## config.mk

```make
export PLATFORM = sky130hd
export DESIGN_NAME = sub_seq
export DESIGN_NICKNAME = d
export VERILOG_FILES = /design/src/rtl/sub_seq.sv
export SDC_FILE = /design/constraint.sdc
export NUM_CORES = 1
export LEC_CHECK = 0
export ABC_AREA = 1
export CAP_MARGIN = 20
export CORE_ASPECT_RATIO = 1.1
export CORE_MARGIN = 5
export CORE_UTILIZATION = 34
export CTS_CLUSTER_SIZE = 25
export DETAILED_ROUTE_END_ITERATION = 10
export PLACE_DENSITY = 0.63
export SYNTH_ARGS = -nofsm -noshare
export SYNTH_HDL_FRONTEND = slang
export SYNTH_SLANG_ARGS = --single-unit
```

## constraint.sdc

```tcl
create_clock -name clk -period 7.6 [get_ports clk]
set_input_delay 1.9 -clock clk [delete_from_list [all_inputs] [get_ports clk]]
set_output_delay 1.9 -clock clk [all_outputs]
set_load 0.05 [all_outputs]
```

## src/rtl/sub_seq.sv

```systemverilog
// rtl/sub_seq.sv - multi-cycle signed subtractor, CHUNK_WIDTH bits per cycle, ready/valid on both sides.
// Optional saturation of the result on overflow: define SUB_SAT_EN.
module sub_seq #(
  parameter int ARG_WIDTH   = 32,
  parameter int RES_WIDTH   = ARG_WIDTH + 1,
  parameter int CHUNK_WIDTH = 8
) (
  input  logic                 clk,
  input  logic                 rst,
  input  logic                 arg_vld,
  output logic                 arg_rdy,
  input  logic [ARG_WIDTH-1:0] a,
  input  logic [ARG_WIDTH-1:0] b,
  output logic                 res_vld,
  input  logic                 res_rdy,
  output logic [RES_WIDTH-1:0] res,
  output logic                 overflow
);

  localparam int NCHUNK = ARG_WIDTH / CHUNK_WIDTH;
  localparam int IW     = (NCHUNK > 1) ? $clog2(NCHUNK) : 1;
  localparam int EXT    = RES_WIDTH - ARG_WIDTH;
  localparam logic [IW-1:0] LAST = IW'(NCHUNK - 1);

  typedef enum logic [1:0] {IDLE, CALC, DONE} state_t;

  state_t                 state_q, state_d;
  logic [ARG_WIDTH-1:0]   a_q, a_d;
  logic [ARG_WIDTH-1:0]   b_q, b_d;
  logic [ARG_WIDTH-1:0]   acc_q, acc_d;
  logic [IW-1:0]          idx_q, idx_d;
  logic                   carry_q, carry_d;
  logic [RES_WIDTH-1:0]   res_q, res_d;
  logic                   ovf_q, ovf_d;

  logic [CHUNK_WIDTH-1:0] a_chunk;
  logic [CHUNK_WIDTH-1:0] b_chunk;
  logic [CHUNK_WIDTH:0]   sum;
  logic [ARG_WIDTH-1:0]   low;
  logic                   sign_bit;
  logic                   accept;

  assign arg_rdy  = !rst && ((state_q == IDLE) || ((state_q == DONE) && res_rdy));
  assign accept   = arg_vld && arg_rdy;
  assign res_vld  = (state_q == DONE);
  assign res      = res_q;
  assign overflow = ovf_q;

  // One chunk of a + ~b + carry per cycle.
  assign a_chunk = a_q[idx_q*CHUNK_WIDTH +: CHUNK_WIDTH];
  assign b_chunk = b_q[idx_q*CHUNK_WIDTH +: CHUNK_WIDTH];
  assign sum     = {1'b0, a_chunk} + {1'b0, ~b_chunk} + {{CHUNK_WIDTH{1'b0}}, carry_q};

  always_comb begin
    state_d  = state_q;
    a_d      = a_q;
    b_d      = b_q;
    acc_d    = acc_q;
    idx_d    = idx_q;
    carry_d  = carry_q;
    res_d    = res_q;
    ovf_d    = ovf_q;
    low      = acc_q;
    low[idx_q*CHUNK_WIDTH +: CHUNK_WIDTH] = sum[CHUNK_WIDTH-1:0];
    // Sign of the (ARG_WIDTH+1)-bit sign-extended difference.
    sign_bit = a_q[ARG_WIDTH-1] ^ ~b_q[ARG_WIDTH-1] ^ sum[CHUNK_WIDTH];

    case (state_q)
      IDLE: ;
      CALC: begin
        acc_d   = low;
        carry_d = sum[CHUNK_WIDTH];
        idx_d   = idx_q + 1'b1;
        if (idx_q == LAST) begin
          state_d = DONE;
          res_d   = {{EXT{sign_bit}}, low};
          ovf_d   = sign_bit ^ low[ARG_WIDTH-1];
`ifdef SUB_SAT_EN
          if (sign_bit ^ low[ARG_WIDTH-1])
            res_d = {{EXT{sign_bit}}, sign_bit, {(ARG_WIDTH-1){~sign_bit}}};
`endif
        end
      end
      DONE: if (res_rdy) state_d = IDLE;
      default: state_d = IDLE;
    endcase

    if (accept) begin
      a_d     = a;
      b_d     = b;
      acc_d   = '0;
      idx_d   = '0;
      carry_d = 1'b1;
      state_d = CALC;
    end
  end

  always_ff @(posedge clk or posedge rst) begin
    if (rst) begin
      state_q <= IDLE;
      a_q     <= '0;
      b_q     <= '0;
      acc_q   <= '0;
      idx_q   <= '0;
      carry_q <= 1'b0;
      res_q   <= '0;
      ovf_q   <= 1'b0;
    end else begin
      state_q <= state_d;
      a_q     <= a_d;
      b_q     <= b_d;
      acc_q   <= acc_d;
      idx_q   <= idx_d;
      carry_q <= carry_d;
      res_q   <= res_d;
      ovf_q   <= ovf_d;
    end
  end

endmodule

```

==> impl_metrics.toml, run 1 <==
[sta]
setup_violations = 0
drv_slew = 0
fin_skew_ns = 0.008549
relSlewSlack_pct = 39.77
rsz0062_at_grt = "no"
period_share_pct = 71.91
fmax_ghz = 0.1830
hold_ws_ns = 0.4759
finalCriticalPeriod_ns = 5.465
final_hold_viol_count = 0
worst_pin_slew_ns = 0.9035
tns_ns = 0

[drt]
avgRoutedWirePerCell_um = 14.65
vias = 4903
firstDrtPassIters = 5
drt_iter0_drc = 306
drc = 0
ant_nets = 0
drt_wl_total_mm = 15.16
vias_per_cell = 4.737

[floorplan]
die_y_um = 153.6
fp.dieW_um = 140.6
core_um2 = 18410
rows = 52
dieArea_um2 = 21600
initial_core_util_pct = 34.64
io_pins = 104

[critical_path]
cp.buffers_inverters = 3
worstPathMaxFanout = 2
crit_family = "buffers and inverters"
r2r_slack_ns = 4.31
critPathCaptureType = "primary output"
crit_top_cell = "clkdlybuf4s50_1"
cp.required_ns = 5.70
worst_r2r_endpoint = "res[30]"
rr_worst_depth = 15
start_kind = "primary input"
criticalPathCategory = "in2out"
cp_cell_sequence = "clkdlybuf4s50_1, inv_1, a211oi_2, clkdlybuf4s50_1"
reg2reg_from = "idx_q[1]"
max_stage_delay_ns = 0.87
arrival_ns = 3.56
cp_slowest_cell = "clkdlybuf4s50_1"

[final_layout]
fillCellCount = 1840
area_growth_pct = 28.19
n_antenna_cell = 0
drive_gt1_share_pct = 12.25
final_nets = 863

[global_routing]
grt-ovfl-total = 0
grt_max_degree = 82
grt_pass1_vias = 4763
grt_pass1_wl_mm = 24.61
grtUsageTotal_pct = 14.18
antenna_found_initial = 0

[hold_path]
hp-class = "reg2reg"
min_from = "res[29]"
hold-path-cell-count = 2
hold_end = "res[29]"

[placed_design]
hpwl_mm = 10.57
place.gp.congestion = 0.8185
numPortBuffers = 103

[logic_synthesis]
synth_top_cell_by_area = "dfrtp_1"
yosys_warnings = 0
synth.area.top_cells = "dfrtp_1 53%, mux2_2 10%, nand2_1 9.4%"
seq_area_frac_synth_pct = 52.97
synth.avg_cell_area_um2 = 9.351
synth_area_um2 = 6377
syn_inst = 682
synth_top_area_share_pct = 52.97
ys_ff_latch = 135
synth_cell_types = 29
syn-num-nets = 765

[clock_network]
post_cts_buffers = 0
cts.sinks = 135
hold_buffers = 0
cts_resized = 0
cts-root-buf = "clkbuf_16"
htreeDepth = 4
clkLatencyLatePin_ns = 0.42
cts-buffers-inserted = 17
cts_tree = "built"
clockBufferDepth = 2
clk_pin_slew_ns = 0.05

[flow_run]
max_cap_viol_count = 0

[power_and_ir_drop]
irDropWorstVdd_v = 0.0002409
p_leak_nw = 3.736
powerDensity_nw_per_um2 = 497.4

[run_status]
status = "completed"
==> synth_stat cells <==
| library cell | instances |
|---|---|
| inv_1 | 72 |
| o21ai_0 | 65 |
| inv_2 | 1 |
| clkbuf_8 | 4 |
| nand2_2 | 1 |
| xnor2_1 | 3 |
| clkbuf_1 | 17 |
| buf_6 | 2 |
| nand2_1 | 160 |
| nand4_1 | 2 |
| o22ai_1 | 38 |
| a21oi_1 | 20 |
| mux2_2 | 57 |
| buf_1 | 2 |
| nor3_2 | 1 |
| clkinv_1 | 2 |
| fa_1 | 2 |
| buf_2 | 6 |
| xor2_1 | 3 |
| o21bai_1 | 2 |
| a22oi_1 | 3 |
| nand3_1 | 12 |
| nor2_1 | 53 |
| nand2_4 | 1 |
| ha_1 | 13 |
| a31oi_1 | 3 |
| a32o_1 | 1 |
| dfrtp_1 | 135 |
| a211oi_2 | 1 |
==> worst register-to-register path, stage by stage, from the launching register on <==
cell      delay [ns]
dfrtp_1         0.34
clkinv_1        0.57
a32o_1          0.57
fa_1            0.40
inv_1           0.09
fa_1            0.21
nand3_1         0.10
a21oi_1         0.21
nor2_1          0.06
nand2_1         0.06
nand2_1         0.09
nor2_1          0.19
nand3_1         0.09
nand2_1         0.12
nand2_1         0.06
nand2_1         0.08
==> registers in the layout (all words and copies together) (netlist names) <==
| name | cells |
|---|---|
| res | 33 |
| a_q | 32 |
| acc_q | 32 |
| b_q | 32 |
| idx_q | 2 |
| state_q | 2 |
| carry_q | 1 |
| overflow | 1 |
==> how the worst max path moves through the flow <==
stage,cells past startpoint,slack [ns],start,endpoint
floorplan,1,2.09,rst,a_q[0]
global placement,4,2.14,res_rdy,arg_rdy
detailed placement,4,2.13,res_rdy,arg_rdy
CTS,4,2.13,res_rdy,arg_rdy
global route,4,2.08,res_rdy,arg_rdy
finish,4,2.14,res_rdy,arg_rdy
==> area by class of cell <==
class                      count  area [um^2]  share of cell area, %
timing repair buffer         110         1104                  13.50
inverter                      75        284.0                  3.474
sequential                   135         3378                  41.32
clock buffer                  23        467.9                  5.724
clock inverter                 8        98.84                  1.209
multi-input combinational    441         2539                  31.05
tap                          243        304.0                  3.719
==> per-layer routing <==
metal / routed length, um / up-vias / track usage (%)
met4: 180 / 0 / 3.738
met5: 0 / - / 0
met1: 6885 / 2350 / 18.65
li1: - / 2441 / -
met3: 708 / 16 / 3.976
met2: 7387 / 96 / 23.08
==> power by group <==
part | switching [mW] | internal, mW | leakage (nW)
clock | 0.300 | 0.497 | 0.273
combinational | 1.36 | 0.755 | 1.75
sequential | 0.138 | 1.02 | 1.71
==> layout by cell type (no fill, tap or decap), drive strengths merged <==
master	count
a211oi	1
nor3	1
clkbuf	23
nand4	2
a31oi	3
nand2	162
fa	2
clkdlybuf4s50	103
buf	7
inv	73
a22oi	3
dfrtp	135
o22ai	38
nand3	12
xnor2	3
mux2	57
bufinv	2
o21ai	65
xor2	3
a21oi	20
a32o	1
nor2	53
o21bai	2
clkinv	6
clkinvlp	2
ha	13
==> cells by family after synthesis <==
| kind of cell | after synthesis | share of synthesized area, % |
|---|---|---|
| simple gates | 230 | 14.11 |
| flops | 135 | 52.97 |
| compound gates | 133 | 11.63 |
| buf+inv | 106 | 7.220 |
| mux | 57 | 10.06 |
| fa+ha+maj | 15 | 3.178 |
| xor+xnor | 6 | 0.8242 |
==> per-stage QoR <==
stage / area (um^2) / std cells / power [mW] / utilization [%] / worst slack (ns)
3_5_place_dp: 7581 / 1003 / 3.290 / 41.17 / 2.130
4_1_cts: 8148 / 1034 / 4.104 / 44.25 / 2.129
3_3_place_gp: 7581 / 1003 / 3.259 / 41.17 / 2.144
2_1_floorplan: 6377 / 682 / 2.689 / - / 2.089
5_1_grt: 8175 / 1035 / 4.373 / 44.40 / 2.081
6_report: 8175 / 1035 / 4.067 / 44.40 / 2.135
No activity file was read; power rests on OpenSTA's default activity.
==> inputs of run 2 (changes only) <==
clock period = 5.2 ns   (was 7.6 ns; I/O delays follow)
==> impl_metrics.toml, run 2 (synthesized netlist as in run 1, its figures left out) <==
[run_status]
status = "completed"

[clock_network]
clkLatencyLatePin_ns = 0.42
post_cts_buffers = 0
cts_resized = 0
htreeDepth = 4
clockBufferDepth = 2
hold_buffers = 0
clk_pin_slew_ns = 0.06
cts.sinks = 135
cts-buffers-inserted = 17
cts-root-buf = "clkbuf_16"
cts_tree = "built"

[drt]
ant_nets = 0
vias_per_cell = 4.759
drc = 0
avgRoutedWirePerCell_um = 14.99
vias = 4940
drt_iter0_drc = 418
firstDrtPassIters = 6
drt_wl_total_mm = 15.56

[sta]
worst_pin_slew_ns = 0.8167
setup_violations = 0
period_share_pct = 81.96
relSlewSlack_pct = 45.49
tns_ns = 0
finalCriticalPeriod_ns = 4.262
fin_skew_ns = 0.01176
final_hold_viol_count = 0
fmax_ghz = 0.2346
drv_slew = 0
rsz0062_at_grt = "no"

[critical_path]
start_kind = "primary input"
cp.required_ns = 3.90
cp_cell_sequence = "clkdlybuf4s50_1, inv_1, a211oi_2, clkdlybuf4s50_1"
crit_family = "buffers and inverters"
cp_slowest_cell = "clkdlybuf4s50_1"
crit_top_cell = "clkdlybuf4s50_1"
arrival_ns = 2.96
criticalPathCategory = "in2out"
r2r_slack_ns = 1.97
worstPathMaxFanout = 2
critPathCaptureType = "primary output"
max_stage_delay_ns = 0.86
cp.buffers_inverters = 3

[final_layout]
seq_area_um2 = 3378
n_antenna_cell = 0
layout_commonest_cell = "nand2_1"
area_growth_pct = 28.21
multi_input_area_um2 = 2539
final_nets = 866
final_cell_mix = "160 x nand2_1, 135 x dfrtp_1, 103 x clkdlybuf4s50_1, 71 x inv_1, 65 x o21ai_0"
drive_gt1_share_pct = 12.83
fillCellCount = 1817
largest_reg_flops = 33

[global_routing]
grt_max_degree = 84
grtUsageTotal_pct = 14.60
grt-ovfl-total = 0
antenna_found_initial = 0
grt_pass1_wl_mm = 25.15
grt_pass1_vias = 4843

[floorplan]
fp.dieW_um = 140.6
core_um2 = 18410
io_pins = 104
dieArea_um2 = 21600
rows = 52
die_y_um = 153.6
initial_core_util_pct = 34.64

[flow_run]
max_cap_viol_count = 0

[hold_path]
hp-class = "reg2reg"

[placed_design]
hpwl_mm = 10.95
numPortBuffers = 103
place.gp.congestion = 0.8551

[power_and_ir_drop]
p_sw_mw = 2.644
total_power_mw = 5.918
powerDensity_nw_per_um2 = 723.8
swShare_pct = 44.68
seqPwrFrac_pct = 28.5
power_frac_clock_pct = 18.7
p_int_mw = 3.274
p_leak_nw = 3.745
pwr-share-comb_pct = 52.8
irDropWorstVdd_v = 0.0003585
-- run 2: cell count changes in the layout (fill, tap and decap cells not counted), sizes merged --
cell / previous run / this run
clkinv: 6 / 9
bufinv: 2 / 1
clkbuf: 23 / 21
buf: 7 / 10
-- run 2: worst min-delay path: cells and delay by family (launching register included) --
kind / cells / cell delay (ns)
flops: 1 / 0.34
simple gates: 2 / 0.10
-- run 2: power by group through the flow --
stage | clock, mW | combinational [mW] | sequential, mW
2_1_floorplan | 0 | 1.95 | 1.98
3_3_place_gp | 0 | 3.08 | 1.70
3_5_place_dp | 0 | 3.13 | 1.71
4_1_cts | 1.14 | 3.14 | 1.69
5_1_grt | 1.18 | 3.47 | 1.74
6_report | 1.11 | 3.12 | 1.69
-- run 2: path summary, 6_finish.rpt --
check                      endpoint  depth (start not counted)  startpoint
min in group asynchronous   res[30]                          2         rst
hold / removal              res[27]                          2     res[27]
hold reg to reg             res[27]                          2     res[27]
max in group asynchronous   a_q[26]                          4         rst
setup reg to reg           overflow                         14    idx_q[0]
setup / recovery            arg_rdy                          4     res_rdy
-- run 2: area by class of cell --
cell class                 instances  area share [%]
clock inverter                    10          0.9793
inverter                          75           3.474
multi-input combinational        441           31.05
timing repair buffer             113           13.83
tap                              243           3.718
sequential                       135           41.32
clock buffer                      21           5.631
-- run 2: metrics by stage --
step / std cells / instance area (um^2) / hold WS [ns] / utilization [%] / setup slack [ns]
2_1_floorplan: 682 / 6377 / 0.4492 / - / 0.2889
3_3_place_gp: 1006 / 7616 / 0.4629 / 41.36 / 0.9448
3_5_place_dp: 1006 / 7616 / 0.4682 / 41.36 / 0.9279
4_1_cts: 1037 / 8157 / 0.4834 / 44.30 / 0.9268
5_1_grt: 1038 / 8177 / 0.5017 / 44.41 / 0.9024
6_report: 1038 / 8177 / 0.4775 / 44.41 / 0.9381
-- run 2: metal layers --
metal	track usage [%]	vias to the layer above	part of all wire (%)
li1	-	2444	-
met1	18.69	2361	44
met4	5.261	0	1.5
met2	24.16	117	49
met3	3.417	18	5.1
met5	0	-	0
==> inputs of run 3 (changes only) <==
clock period = 4.2 ns   (was 5.2 ns; I/O delays follow)
==> impl_metrics.toml, run 3 (synthesized netlist as in run 1, its figures left out) <==
[run_status]
status = "completed"

[clock_network]
clkLatencyLatePin_ns = 0.42
hold_buffers = 0
clk_pin_slew_ns = 0.05
htreeDepth = 4
cts_resized = 0
cts-buffers-inserted = 17
cts-root-buf = "clkbuf_16"
cts.sinks = 135
post_cts_buffers = 0
cts_tree = "built"
clockBufferDepth = 2

[floorplan]
core_um2 = 18410
die_y_um = 153.6
rows = 52
initial_core_util_pct = 34.64
io_pins = 104
fp.dieW_um = 140.6
dieArea_um2 = 21600

[power_and_ir_drop]
total_power_mw = 7.410
p_leak_nw = 3.744
powerDensity_nw_per_um2 = 902.5
irDropWorstVdd_v = 0.0004095

[sta]
fmax_ghz = 0.3163
finalCriticalPeriod_ns = 3.161
rsz0062_at_grt = "no"
fin_skew_ns = 0.01254
final_hold_viol_count = 0
setup_violations = 0
worst_pin_slew_ns = 0.6790
drv_slew = 0
tns_ns = 0
relSlewSlack_pct = 54.68
period_share_pct = 75.27

[placed_design]
dp.cells = 1006
hpwl_mm = 10.94
place.gp.congestion = 0.8080
numPortBuffers = 103

[global_routing]
grtUsageTotal_pct = 14.79
grt_max_degree = 70
grt-ovfl-total = 0
grt_pass1_vias = 4915
antenna_found_initial = 0
grt_pass1_wl_mm = 25.47

[drt]
drt_iter0_drc = 348
firstDrtPassIters = 4
vias_per_cell = 4.695
vias = 4873
drc = 0
drt_wl_total_mm = 15.36
avgRoutedWirePerCell_um = 14.79
ant_nets = 0

[hold_path]
hp-class = "reg2reg"

[final_layout]
final_cells = 1038
n_antenna_cell = 0
final_nets = 865
area_growth_pct = 28.74
largest_reg_flops = 33
drive_gt1_share_pct = 13.08
final_cell_mix = "160 x nand2_1, 135 x dfrtp_1, 102 x clkdlybuf4s50_1, 71 x inv_1, 65 x o21ai_0"
fillCellCount = 1760
layout_commonest_cell = "nand2_1"

[critical_path]
cp.required_ns = 3.15
arrival_ns = 2.11
criticalPathCategory = "in2out"
worstPathMaxFanout = 2
start_kind = "primary input"
critPathCaptureType = "primary output"

[flow_run]
max_cap_viol_count = 0
[run 3: cell count changes in the layout (fill, tap and decap cells not counted), sizes merged]
cell,previous run,this run
bufinv,1,2
clkinvlp,2,6
clkdlybuf4s50,103,102
clkbuf,21,20
clkinv,9,6
[run 3: area by class of cell]
class / instances / area (um^2) / share of cell area, %
clock buffers: 20 / 456.7 / 5.562
clock inverters: 12 / 126.4 / 1.539
inverters: 75 / 285.3 / 3.475
multi-input cells: 441 / 2539 / 30.92
flip-flops and latches: 135 / 3378 / 41.15
well taps: 243 / 304.0 / 3.703
repair buffers: 112 / 1121 / 13.65
[run 3: metrics by stage]
stage / hold WS, ns / setup WS [ns] / instance area (um^2) / utilization (%)
after floorplan: 0.4492 / 1.274 / 6381 / -
after CTS: 0.4859 / 1.024 / 8210 / 44.59
after global placement: 0.4607 / 1.043 / 7627 / 41.42
after global routing: 0.4989 / 0.8011 / 8210 / 44.59
after detailed placement: 0.4702 / 1.030 / 7627 / 41.42
final: 0.4779 / 1.039 / 8210 / 44.59
[run 3: where the power goes]
group	total, mW	switching (mW)	internal, mW
clock network	1.46	0.562	0.902
logic	3.83	2.46	1.38
registers	2.11	0.270	1.84
total	7.41	3.29	4.12
[run 3: worst max-delay path: stages]
cell,delay [ns]
clkdlybuf4s50_1,0.47
inv_1,0.05
a211oi_2,0.28
buf_4,0.26
[run 3: worst paths after layout]
check,slack [ns],startpoint,cells past startpoint,end
setup / recovery,1.04,res_rdy,4,arg_rdy
hold / removal,0.48,res[3],2,res[3]
max in group asynchronous,2.38,rst,3,b_q[24]
min in group asynchronous,1.08,rst,2,b_q[26]
hold reg to reg,0.48,res[3],2,res[3]
setup reg to reg,1.16,idx_q[0],16,res[30]
[run 3: per-layer routing]
layer	share of wire, %	track usage, %	up-vias
met5	0	0	-
met4	1.5	4.938	0
met3	4.8	3.231	16
met2	47	23.61	117
met1	46	20.00	2295
li1	-	-	2445
